### config.mk
export PLATFORM = sky130hd
export DESIGN_NAME = calc_sequencer
export DESIGN_NICKNAME = d
export VERILOG_FILES = /design/src/rtl/calc_sequencer.sv
export SDC_FILE = /design/constraint.sdc
export NUM_CORES = 1
export LEC_CHECK = 0
export ABC_AREA = 1
export CAP_MARGIN = 20
export CORE_MARGIN = 10
export CORE_UTILIZATION = 25
export CTS_CLUSTER_SIZE = 14
export DETAILED_ROUTE_END_ITERATION = 16
export GPL_ROUTABILITY_DRIVEN = 0
export HOLD_SLACK_MARGIN = 0.12
export PLACE_DENSITY_LB_ADDON = 0.08
export SETUP_SLACK_MARGIN = 0.15
export SYNTH_ARGS = -nofsm -noshare
export SYNTH_HDL_FRONTEND = slang
export SYNTH_SLANG_ARGS = --single-unit
### constraint.sdc
create_clock -name clk -period 1.7 [get_ports clk]
set_input_delay 0.255 -clock clk [delete_from_list [all_inputs] [get_ports clk]]
set_output_delay 0.255 -clock clk [all_outputs]
set_load 0.05 [all_outputs]
### src/rtl/calc_sequencer.sv
// ============================================================================
// calc_sequencer -- keypad-entry sequencer driving an external combinational
// two-operand calculator ALU and capturing its result after a settle time.
// Rev 1.0
// ============================================================================
`default_nettype none

module calc_sequencer #(
    parameter logic [4:0] ZERO_CODE = 5'd0,
    parameter int         ALU_LAT   = 2
) (
    input  logic        clk,
    input  logic        rst_n,
    input  logic        key_valid,
    input  logic [1:0]  key_kind,
    input  logic [4:0]  key_data,
    input  logic [13:0] alu_result,
    output logic [9:0]  alu_a,
    output logic [9:0]  alu_b,
    output logic [2:0]  alu_op,
    output logic [13:0] result,
    output logic        result_valid,
    output logic        error,
    output logic        busy,
    output logic [2:0]  state
);

    typedef enum logic [2:0] {
        ENT_A = 3'd0,
        ENT_B = 3'd1,
        EXEC  = 3'd2,
        DONE  = 3'd3,
        ERR   = 3'd4
    } state_t;

    localparam int          c_CW         = $clog2(ALU_LAT + 1);
    localparam logic [c_CW-1:0] c_LAST   = c_CW'(ALU_LAT - 1);
    localparam logic [1:0]  c_KIND_DIGIT = 2'b00;
    localparam logic [1:0]  c_KIND_OP    = 2'b01;
    localparam logic [1:0]  c_KIND_EQ    = 2'b10;
    localparam logic [1:0]  c_KIND_CLR   = 2'b11;
    localparam logic [2:0]  c_OP_ADD     = 3'b000;
    localparam logic [2:0]  c_OP_DIV     = 3'b011;
    localparam logic [2:0]  c_OP_MAX     = 3'b100;
    localparam logic [9:0]  c_ZERO_OPND  = {ZERO_CODE, ZERO_CODE};

    state_t          r_state;
    logic [9:0]      r_a;
    logic [9:0]      r_b;
    logic [2:0]      r_op;
    logic [1:0]      r_cnt_a;
    logic [1:0]      r_cnt_b;
    logic [c_CW-1:0] r_exec_cnt;
    logic [13:0]     r_result;
    logic            r_result_valid;
    logic            r_error;

    logic w_is_digit;
    logic w_is_op;
    logic w_is_eq;
    logic w_is_clr;

    assign w_is_digit = key_valid && (key_kind == c_KIND_DIGIT);
    assign w_is_op    = key_valid && (key_kind == c_KIND_OP) && (key_data[2:0] <= c_OP_MAX);
    assign w_is_eq    = key_valid && (key_kind == c_KIND_EQ);
    assign w_is_clr   = key_valid && (key_kind == c_KIND_CLR);

    // First digit lands in the units slot; a second one shifts it into tens.
    function automatic logic [9:0] f_shift(input logic [9:0] opnd, input logic [1:0] cnt,
                                           input logic [4:0] d);
        return (cnt == 2'd0) ? {ZERO_CODE, d} : {opnd[4:0], d};
    endfunction

    always_ff @(posedge clk or negedge rst_n) begin
        if (!rst_n) begin
            r_state        <= ENT_A;
            r_a            <= c_ZERO_OPND;
            r_b            <= c_ZERO_OPND;
            r_op           <= c_OP_ADD;
            r_cnt_a        <= 2'd0;
            r_cnt_b        <= 2'd0;
            r_exec_cnt     <= '0;
            r_result       <= 14'd0;
            r_result_valid <= 1'b0;
            r_error        <= 1'b0;
        end else begin
            r_result_valid <= 1'b0;
            if (w_is_clr) begin
                r_state    <= ENT_A;
                r_a        <= c_ZERO_OPND;
                r_b        <= c_ZERO_OPND;
                r_op       <= c_OP_ADD;
                r_cnt_a    <= 2'd0;
                r_cnt_b    <= 2'd0;
                r_exec_cnt <= '0;
                r_result   <= 14'd0;
                r_error    <= 1'b0;
            end else begin
                case (r_state)
                    ENT_A: begin
                        if (w_is_digit && (r_cnt_a < 2'd2)) begin
                            r_a     <= f_shift(r_a, r_cnt_a, key_data);
                            r_cnt_a <= r_cnt_a + 2'd1;
                        end else if (w_is_op) begin
                            r_op    <= key_data[2:0];
                            r_state <= ENT_B;
                        end
                    end
                    ENT_B: begin
                        if (w_is_digit && (r_cnt_b < 2'd2)) begin
                            r_b     <= f_shift(r_b, r_cnt_b, key_data);
                            r_cnt_b <= r_cnt_b + 2'd1;
                        end else if (w_is_op && (r_cnt_b == 2'd0)) begin
                            r_op <= key_data[2:0];
                        end else if (w_is_eq && (r_cnt_b != 2'd0)) begin
                            r_exec_cnt <= '0;
                            r_state    <= EXEC;
                        end
                    end
                    EXEC: begin
                        if ((r_exec_cnt == '0) && (r_op == c_OP_DIV) && (r_b == c_ZERO_OPND)) begin
                            r_error  <= 1'b1;
                            r_result <= 14'd0;
                            r_state  <= ERR;
                        end else if (r_exec_cnt == c_LAST) begin
                            r_result       <= alu_result;
                            r_result_valid <= 1'b1;
                            r_state        <= DONE;
                        end else begin
                            r_exec_cnt <= r_exec_cnt + 1'b1;
                        end
                    end
                    DONE, ERR: begin
                        // A new digit starts a fresh calculation; the last result stays visible.
                        if (w_is_digit) begin
                            r_a     <= {ZERO_CODE, key_data};
                            r_b     <= c_ZERO_OPND;
                            r_op    <= c_OP_ADD;
                            r_cnt_a <= 2'd1;
                            r_cnt_b <= 2'd0;
                            r_error <= 1'b0;
                            r_state <= ENT_A;
                        end
                    end
                    default: r_state <= ENT_A;
                endcase
            end
        end
    end

    assign alu_a        = r_a;
    assign alu_b        = r_b;
    assign alu_op       = r_op;
    assign result       = r_result;
    assign result_valid = r_result_valid;
    assign error        = r_error;
    assign busy         = (r_state == EXEC);
    assign state        = r_state;

endmodule

`default_nettype wire

Yosys cells after proc, flatten, opt, wreduce, memory -nomap -nowiden
Cells that the tools add are included.

word-level totals
  register bits after elaboration = 48
  bits of input ports = 24
  output and inout port bits = 43
  logic and storage cells = 124

operators by class
  $add $sub $neg = 3
  $lt $le $gt $ge = 3
  eq/ne operators = 22
  multiplexer cells = 53
  reduce and logical (&&, ||, !) cells = 33

operator list
  operator             count
  $mux 10              8
  $mux 14              4
  $mux 3               14
  $pmux 10 s2          2
  $ne 3x3->1 const B   11
  $mux 2               12
  $reduce_bool 3->1    5
  $pmux 2 s2           3
  $pmux 3 s4           1
  $reduce_and 6->1     2
  $logic_and 1x1->1    11
  $logic_not 10->1     1
  $eq 3x2->1 const B   3
  $pmux 3 s3           1
  $reduce_and 3->1     3
  $logic_not 2->1      4
  $mux 1               7
  $reduce_and 7->1     1
  $add 2x1->2 const B  3
  $eq 2x1->1 const B   2
  $eq 2x2->1 const B   2
  $lt 2x2->1 const B   2
  $ne 4x1->1 const B   1
  $reduce_bool 2->1    2
  9 further kinds      9

Depth between registers and ports, before layout
Gate-level depths: netlist of the first run.

  depth in word-level cells = 8
  depth in mapped cells = 12
  gate-level depth less buffers = 11

Worst setup path before layout of the first run
No wires, ideal clock.

  path type = register to register
  start point = register r_state[0], in the netlist state[0]
  end point = register r_b[5], in the netlist alu_b[5]
  library setup time = 0.120 ns
  data arrival time = 1.660 ns
  data required time = 1.580 ns
  path slack = -0.080 ns
  cell stages (with the launch flop) = 9
  path buffers = 1
  clock period less this slack = 1.780 ns
  cells stage by stage = dfrtp_1 > nand2_1 > nor2_2 > nand3_2 > a21oi_4 > inv_4 > buf_6 > nand2_1 > nand2_1

between the ends
  cells in the longest elaborated chain, start to end = 4
  elaborated cells between the ends (all ways) = 10
  classes of those cells = 5 x eq/ne; 2 x mux; 3 x reduce/logical

RTL lines
  what                                                          line  RTL
  start: declaration                                            47    state_t r_state;
  start signal: assignment                                      76    r_state <= ENT_A;
  start signal: assignment                                      89    r_state <= ENT_A;
  start signal: assignment                                      106   r_state <= ENT_B;
  $eq 3x2->1 or $eq 3x3->1 (tied branches)                      99    case (r_state)
  $reduce_or 2->1                                               99
  $ne 3x3->1 (no source line) (tied with other cells)           -
  $reduce_and 3->1 (no source line) or $mux 10 (tied branches)  -
  end signal: assignment                                        91    r_b <= c_ZERO_OPND;
  end signal: assignment                                        111   r_b <= f_shift(r_b, r_cnt_b, key_data);
  end signal: assignment                                        137   r_b <= c_ZERO_OPND;
  end: declaration                                              49    logic [9:0] r_b;

Parallel ways exist; a longest one is shown, timed or not.
A chain may end at the register's enable or synchronous reset.

Worst setup path after layout of the first run
  start point = register r_exec_cnt[0]
  end point = register r_result[3], in the netlist result[3]

between the ends
  cells in the longest elaborated chain, start to end = 6
  elaborated cells between the ends (all ways) = 9
  classes of those cells = 1 x eq/ne; 3 x mux; 5 x reduce/logical

RTL lines
  what                            line  RTL
  start: declaration              53    logic [c_CW-1:0] r_exec_cnt;
  start signal: assignment        130   r_exec_cnt <= r_exec_cnt + 1'b1;
  $logic_not 2->1                 121   if ((r_exec_cnt == '0) && (r_op == c_OP_DIV) && (r_b == c_ZERO_OPND)) begin
  $logic_and 1x1->1 (2 in a row)  121
  $mux 14                         121
  $mux 14                         99
  $mux 14                         88    if (w_is_clr) begin
  end signal: assignment          126   r_result <= alu_result;
  end: declaration                54    logic [13:0] r_result;

Parallel ways exist; a longest one is shown, timed or not. The select of a mux whose other input is x is not followed.

==> implementation parameters, run 1 <==
Parameter                              Value

Timing
  Setup TNS after final layout    0 ps
  Max-slew violation count    0
  Final Hold Fails    0
  Worst rel slew slack    between 60% and 70%
  Post-Route Skew    14.3 ps
  Peak Freq    609 MHz
  Setup violations, final    0
  Slew @ Worst Pin    487 ps
  Final setup margin    57.4 ps
  Unrepaired setup endpoints after global routing    yes
  Worst Hold Margin    436 ps
  Tmin final    1640 ps
  Period utilization    96.6%

CTS
  Largest buffer count on any clock path    2
  Maximum level of the CTS H-tree    2
  Number of clock buffers inserted by TritonCTS    5
  Clock transition at the registers of the reported paths    roughly 110 ps
  Worst skew pair latency    310 ps
  Number of sinks driven by the clock tree    48
  TritonCTS clock tree    done
  Root buffer selected by CTS    sky130_fd_sc_hd__clkbuf_8

Setup path
  Largest fanout on the critical path    7
  Category of the most critical setup path    reg -> reg
  WP data required    1900 ps
  Worst EP arrival    1840 ps
  Sort of element at the end of the critical path    register
  Crit start category    register

Global routing
  Global-route usage over all layers    10.6%
  Total global routing overflow    0
  Pin count of the biggest net entering global routing    30
  Wire length of the first global-routing pass    12.4 mm
  Antenna violations before repair    0
  Via count of the first global-routing pass    2,375

Routing
  Number of nets with antenna violations after detailed routing    0
  Drt pass-1 iters    4
  Routed wire per std cell    14.0 um
  # DRC    0
  Via-per-instance ratio    roughly 4.4
  Iteration-0 DRC Markers    103
  Vias after detailed routing    2,414
  Total wire length    slightly below 8 mm

Yosys
  Post-Synthesis Cells    306
  Synthesized area divided by synthesized cell count    7.94 um2
  Seq/Total Area, Yosys    49.4%
  Distinct cells, synth    28
  Synth area leaders    sky130_fd_sc_hd__dfrtp_1, sky130_fd_sc_hd__nand2_1, sky130_fd_sc_hd__nand3_1
  Share of Yosys cell area claimed by the top area cell type    49.4%
  Syn Nets    about 330
  Seq cells post-synth    48
  Library cell with the largest summed area after synthesis    sky130_fd_sc_hd__dfrtp_1
  Area of the mapped netlist    0.00243 mm2
  Number of warning messages in the yosys log    0

Cells and area
  Design Area, Final    0.00391 mm2
  Most frequent cells in the layout    sky130_fd_sc_hd__nand2_1, sky130_fd_sc_hd__buf_4, sky130_fd_sc_hd__nand3_1
  Fillers    ~1,000
  Finished Core Util    41.7%
  Total inserted antenna cells    0
  Area of the multi-input gates    0.00131 mm2
  Fraction of final layout cells with drive strength greater than 1    44.6%
  Post-route non-filler standard cell count    548
  Number of nets in the finished design    446
  Synth-to-layout area growth    60.9%
  Combined flip-flop and latch cell area    0.00122 mm2

Placed design
  Post-DP HPWL    5.63 mm
  Placed Area    0.00339 mm2
  Setup slack at placement    -191 ps
  Number of placed instances, taps included    521
  # port buffers    66

Run status
  Run status    finished, final reports clean

Die
  Starting Density    roughly 26%
  Area of the die    0.0141 mm2
  Horizontal extent of the die    119 um
  Placeable core area    0.00937 mm2
  I/O pins    67
  Die Height    119 um
  Total number of placement rows    35

Power
  Overall power of the completed layout    7.98 mW
  Pwr/cell area    just over 2000 mW/mm2
  Worst supply voltage drop on vdd    between 800 and 900 uV
  Static leakage    1.96 nW

Job
  Max cap viols    0

Worst hold path
  Type of the most critical hold path    in -> async
report_power, final:
part	leakage (nW)	internal [mW]	total, mW	switching (mW)
Clock	0.0548	0.444	0.868	0.424
Sequential	0.601	1.65	2.05	0.397
Combinational	1.31	1.82	5.07	3.25
Total	1.96	3.91	7.98	4.07
logic make-up after synthesis:
| family | Yosys count | synth area share, % |
|---|---|---|
| buffers and inverters | 32 | 5.92 |
| AO/OA/AOI/OAI | 31 | 7.98 |
| adder cells (fa/ha/maj) | 4 | 2.06 |
| flip-flops | 48 | 49.4 |
| AND/OR/NAND/NOR | 191 | 34.6 |
routing by layer:
layer	share of wire (%)	GRT usage, %
met5	0	0
met4	1.3	2.60
met3	4.9	3.28
met2	48	16.9
met1	46	13.5
flip-flops by register name, summed over array words and instances (netlist names):
signal / flops
r_exec_cnt: 2
alu_a: 10
state: 3
r_cnt_b: 2
alu_b: 10
error: 1
alu_op: 3
r_cnt_a: 2
result: 14
result_valid: 1
worst paths after layout:
kind                                                 from                    end  slack, ps  cells past startpoint
worst min-delay path                                rst_n  result[7]$_DFFE_PN0P_        440                      2
max in group asynchronous                           rst_n   alu_b[3]$_DFFE_PN0P_        720                      3
min in group clk                        error$_DFFE_PN0P_      error$_DFFE_PN0P_        480                      2
worst max register to register  r_exec_cnt[0]$_DFFE_PN0P_  result[3]$_DFFE_PN0P_         60                     12
worst min register to register          error$_DFFE_PN0P_      error$_DFFE_PN0P_        480                      2
worst max-delay path            r_exec_cnt[0]$_DFFE_PN0P_  result[3]$_DFFE_PN0P_         60                     12
worst max-delay path, stage by stage, from the launching register on:
cell	delay (ps)
sky130_fd_sc_hd__dfrtp_1	410
sky130_fd_sc_hd__inv_2	80
sky130_fd_sc_hd__ha_4	130
sky130_fd_sc_hd__inv_2	30
sky130_fd_sc_hd__nor2_1	100
sky130_fd_sc_hd__nand2_1	70
sky130_fd_sc_hd__nor2_2	140
sky130_fd_sc_hd__nand2_2	110
sky130_fd_sc_hd__nand3_2	100
sky130_fd_sc_hd__nand2_4	90
sky130_fd_sc_hd__clkbuf_16	180
sky130_fd_sc_hd__nand2_4	50
sky130_fd_sc_hd__o21ai_2	40
final cells by class:
type                    count  area share (%)
clock inverters             3            1.18
repair inverters            1           0.192
multi-input cells         226            33.6
inverters                  24            2.59
well taps                 129            4.13
repair buffers            112            25.2
flip-flops and latches     48            31.3
clock buffers               5            1.76
Yosys cell counts:
cell / n
sky130_fd_sc_hd__nand2_1: 98
sky130_fd_sc_hd__dfrtp_1: 48
sky130_fd_sc_hd__nand3_1: 47
sky130_fd_sc_hd__nor2_1: 27
sky130_fd_sc_hd__inv_1: 21
sky130_fd_sc_hd__o21ai_0: 20
sky130_fd_sc_hd__o21ai_2: 5
sky130_fd_sc_hd__ha_1: 4
sky130_fd_sc_hd__nand2_2: 4
sky130_fd_sc_hd__nor3_1: 4
sky130_fd_sc_hd__clkbuf_1: 3
sky130_fd_sc_hd__nand3_2: 3
sky130_fd_sc_hd__nor2_2: 3
sky130_fd_sc_hd__a21oi_1: 2
sky130_fd_sc_hd__buf_6: 2
sky130_fd_sc_hd__inv_2: 2
sky130_fd_sc_hd__nor2_4: 2
sky130_fd_sc_hd__a21oi_2: 1
sky130_fd_sc_hd__a21oi_4: 1
sky130_fd_sc_hd__and2_1: 1
sky130_fd_sc_hd__buf_2: 1
sky130_fd_sc_hd__buf_4: 1
sky130_fd_sc_hd__clkbuf_2: 1
sky130_fd_sc_hd__inv_4: 1
sky130_fd_sc_hd__nand3b_1: 1
sky130_fd_sc_hd__nand4_1: 1
sky130_fd_sc_hd__o211ai_1: 1
sky130_fd_sc_hd__o31ai_1: 1
what timing repair did:
action / 4_1_cts / 5_1_grt
hold endpoints to repair: 19 / 0
endpoints found under the setup margin: 32 / 48
hold buffers: 1 / 0
cloned: 1 / 3
pin swaps: 4 / 15
setup buffers: 10 / 4
resized for setup: 11 / 73
Power figures use the tool's default switching activity.
==> inputs of run 2 (changes only) <==
--- a/config.mk
+++ b/config.mk
@@ -6,9 +6,9 @@
 export NUM_CORES = 1
 export LEC_CHECK = 0
 export ABC_AREA = 1
-export CAP_MARGIN = 20
 export CORE_MARGIN = 10
 export CORE_UTILIZATION = 25
+export CTS_BUF_LIST = sky130_fd_sc_hd__clkbuf_2 sky130_fd_sc_hd__clkbuf_4 sky130_fd_sc_hd__clkbuf_8
 export CTS_CLUSTER_SIZE = 14
 export DETAILED_ROUTE_END_ITERATION = 16
 export GPL_ROUTABILITY_DRIVEN = 0
==> results of run 2 <==
No change in the layout: final DEF, timing and power equal those of run 1.
==> patch 1, RTL diff (settings of run 2) <==
Set the parameter `ALU_LAT` to 1 (it was 2).
--- a/src/rtl/calc_sequencer.sv
+++ b/src/rtl/calc_sequencer.sv
@@ -7,7 +7,7 @@
 
 module calc_sequencer #(
     parameter logic [4:0] ZERO_CODE = 5'd0,
-    parameter int         ALU_LAT   = 2
+    parameter int         ALU_LAT   = 1
 ) (
     input  logic        clk,
     input  logic        rst_n,
Formal check against the unedited RTL: not equivalent (Yosys sat finds a counterexample within 10 cycles, from zero or initial values and one cycle with rst_n low).
==> patch 1 against run 2 <==
Power increased by 3.2%; sequential share of layout area rose by 1.3 points; wire length down 5.1%; sequential cell count down 2; area after synthesis fell by 5.4%; cell area is 9.2% lower; setup slack improved by 95 ps; global-route usage fell by 0.61 points; critical path type unchanged; largest cell class is now flip-flops and latches.
==> patch 1: results (changes against run 2) <==
Outcome
  – Status: finished, final reports clean

Critical path
  – CP max FO: 6 (-1)
  – Reg-to-Reg End: r_cnt_a[1]$_DFFE_PN0P_
  – Worst Setup SP: state[0]$_DFFE_PN0P_
  – Crit path DAT: 1780 ps (-60 ps)

Route
  – Via count: 2,117 (-12%)
  – Wire length on met3: 396 um (+4.5%)
  – Post-Route WL: 7.30 mm (-5.1%)
  – WL met1: 3.39 mm (-4.5%)
  – Via-per-instance ratio: 4.27 (-3.1%)
  – DR WL met2: 3.47 mm (-5.0%)

Global routing
  – Met2 usage: 15.9% (-1.1 points)
  – Met1 Resource Use GR: 13.1% (-0.44 points)

Synthesis
  – Register area share after synthesis: 50.1% (+0.65 points)
  – Mapped Nets: 309 (-7.5%)
  – Synth Instances: 283 (-7.5%)
  – Commonest cells post-synth: nand2_1, dfrtp_1, nor2_1

Placed design
  – Area post-placement: 3120 um^2 (-7.9%)
  – Post-DP HPWL: 5.21 mm (-7.5%)
  – Placed cell count: 472 (-9.4%)
  – DP Worst Slack: -114 ps (+77.1 ps)

Power and ir drop
  – P_leak: 1.84 nW (-6.4%)
  – Peak supply drop: 834 uV (-6.0%)

STA
  – Clock skew: 3.69 ps (-10.6 ps)
  – Final WS setup: 152 ps (+95.0 ps)
patch 1: worst min-delay path by stage:
stage / start / to / slack, ps / cells past startpoint
after floorplan: rst_n / alu_a[0]$_DFFE_PN0P_ / -40 / 0
after global placement: rst_n / alu_a[7]$_DFFE_PN0P_ / 250 / 1
after detailed placement: rst_n / alu_a[7]$_DFFE_PN0P_ / 250 / 1
after CTS: rst_n / result[5]$_DFFE_PN0P_ / 450 / 2
after global routing: rst_n / result[5]$_DFFE_PN0P_ / 480 / 2
final: rst_n / alu_a[7]$_DFFE_PN0P_ / 450 / 2
patch 1: power by group:
part / total [W] / internal (W) / switching, W
Sequential: 0.00205 / 0.00162 / 0.000434
Combinational: 0.00550 / 0.00201 / 0.00349
Clock: 0.000687 / 0.000290 / 0.000398
Total: 0.00823 / 0.00391 / 0.00432
patch 1: worst max-delay path, cell delays in order (launching register included):
cell       delay (ps)
dfrtp_2           460
buf_6             140
nand3_4            80
nand2_4            90
nor2_4            220
nand2_2           100
nand3_4           120
clkbuf_16         170
nand2_2            40
o21ai_1            60
patch 1: cell type report:
type                    instances  area share (%)
clock buffers                   5            1.94
clock inverters                 3           0.599
inverters                      18            2.15
multi-input cells             212            32.3
flip-flops and latches         46            32.6
well taps                     108            3.81
repair buffers                104            26.6
patch 1: cell families (layout without fill, tap and decap cells):
family,Yosys count,after routing,synth area share (%)
buffers and inverters,25,130,5.93
and+or+nand+nor,183,183,34.2
DFF,46,46,50.1
AOI/OAI and AO/OA,27,27,8.65
adders and majority gates,2,2,1.09
patch 1: repair_timing:
action | CTS | global route
endpoints found under the hold margin | 17 | 0
endpoints found under the setup margin | 1 | 45
hold buffers | 1 | 0
gates resized for setup | 5 | 43
setup buffers | 3 | 7
gates cloned | 0 | 5
pin swaps | 0 | 7
==> patch 2, RTL diff (flow settings as in run 2) <==
Made on the original files. Register the output `alu_op` once more, cleared by the reset; this adds one clock of latency there. The other outputs are not delayed to match.
--- a/src/rtl/calc_sequencer.sv
+++ b/src/rtl/calc_sequencer.sv
@@ -150,7 +150,13 @@
 
     assign alu_a        = r_a;
     assign alu_b        = r_b;
-    assign alu_op       = r_op;
+    always_ff @(posedge clk or negedge rst_n) begin
+        if (!rst_n) begin
+            alu_op <= '0;
+        end else begin
+            alu_op <= r_op;
+        end
+    end
     assign result       = r_result;
     assign result_valid = r_result_valid;
     assign error        = r_error;
Behaviour: not the same (Yosys sat finds a counterexample within 4 cycles, from zero or initial values and one cycle with rst_n low).
==> patch 2 against run 2 <==
Die area is 0.81% higher; critical path depth is 7 lower; wire length is 2.8% higher; power is 3.0% lower; fmax is 3.5% higher; cell count is 2.2% higher; clock power is 17% lower; sequential cell count is 3 higher; setup slack better by 56 ps; global-route usage is 0.25 points lower; area after synthesis is 0.98% higher; cell area stayed put; largest power group unchanged; count of clock-buffer cells in the layout stayed put.
==> patch 2: results (changes against run 2) <==
Synthesis
  – Synth Area in Compound Gates: 7.04% (-0.94 points)
  – Commonest cells post-synth: nand2_1, dfrtp_1, nand3_1
  – Mapped Nets: 334 (unchanged)
  – Synth Area in XOR/XNOR: 0% (unchanged)
  – Adder-cell share of the synthesized area: 2.04% (-0.020 points)
  – Synth top area share: 52.0% (+2.6 points)
  – Synth Area per Inst: 8.02 um^2 (+0.98%)
  – Synth unique cells: 24 (-14%)
  – Register area share after synthesis: 52.0% (+2.6 points)
  – Top cells by area, synth: dfrtp_1, nand2_1, nand3_1, o21ai_0, nor2_1

Final layout
  – Layout cells sized above 1: 41.7% (-2.9 points)
  – Finished Layout Cells: 560 (+2.2%)
  – Fillers: 1,044 (+4.8%)
  – Nets: 454 (+1.8%)

Power and ir drop
  – Clk pwr: 0.000721 W (-17%)
  – Sequential logic power: 0.00213 W (+4%)
  – Switching Power: 0.00402 W (-1.2%)
  – P_leak: 2.02 nW (+2.9%)
  – Peak supply drop: 771 uV (-13%)

STA
  – Slew HR: 69.2% (+1.6 points)
  – Clock skew: 8.29 ps (-6.05 ps)
  – Final hold slack: 447 ps (+11.0 ps)
  – Period utilization: 93.4% (-3.3 points)

Global routing
  – First-pass GRT wire length: 12.2 mm (-1.7%)
  – Vias in the first global route: 2,339 (-1.5%)
  – Met2 usage: 16.5% (-0.45 points)
  – Met1 Resource Use GR: 13.5% (-0.020 points)
  – Initial antenna violation count: 0 (unchanged)
  – Largest net degree at the start of global routing: 34 (+13%)
  – M3 GR Usage: 2.83% (-0.45 points)
  – GRT Util Overall: 10.3% (-0.25 points)

Route
  – Post-Route WL: 7.90 mm (+2.8%)
  – Wire length on met3: 337 um (-11%)
  – DR WL met2: 3.83 mm (+4.7%)
  – Via count: 2,377 (-1.5%)
  – WL met1: 3.66 mm (+3.2%)
  – Iter 0 DRT Violations: 108 (+4.9%)

Outcome
  – Status: finished, final reports clean

Critical path
  – Reg2reg start: state[2]$_DFFE_PN0P_
  – Crit path DAT: 1330 ps (-510 ps)
  – Worst setup EP type: output port
  – Reg-to-Reg End: alu_b[5]$_DFFE_PN0P_
  – R2r setup slk: 140 ps (+80 ps)
  – Worst Reg-to-Reg Cells: 10 (-2)
  – CP max FO: 6 (-1)
  – Worst Setup SP: state[1]$_DFFE_PN0P_
  – Crit path capture: busy

Placed design
  – DP Worst Slack: -243 ps (-51.4 ps)
  – Placed cell count: 522 (+0.19%)

Clocking
  – Post-CTS sizing: 17 (+6)
  – Reg clk slew, reported paths: 90 ps (-20 ps)
  – Postcts setup bufs: 6 (-4)
[patch 2: cell count changes after synthesis, sizes merged, moves of 2 or more]
cell / change
nand3: -5
a21oi: -2
o21ai: +3
dfrtp: +3
nand2: +6
[patch 2: stage by stage]
step	total power [W]	cell area (um^2)	TNS (ps)
floorplan	0.00488	2490	0
global placement	0.00632	3360	-6190
detailed placement	0.00633	3360	-6510
CTS	0.00722	3550	0
global route	0.00830	3910	0
finish	0.00774	3910	0
[patch 2: layout make-up]
type                    count  area, um^2  share of cell area (%)
repair inverters            1        6.26                   0.160
clock inverters             3        18.8                   0.480
multi-input cells         226        1270                    32.6
flip-flops and latches     51        1290                    33.0
clock buffers               5        68.8                    1.76
inverters                  23        96.3                    2.46
well taps                 133         166                    4.26
repair buffers            118         988                    25.3
[patch 2: worst max-delay path, stage by stage (launching register included)]
cell and delay, ps:
dfrtp_2 460, buf_4 160, nand2_2 90, buf_6 140, inv_2 50, buf_12 140
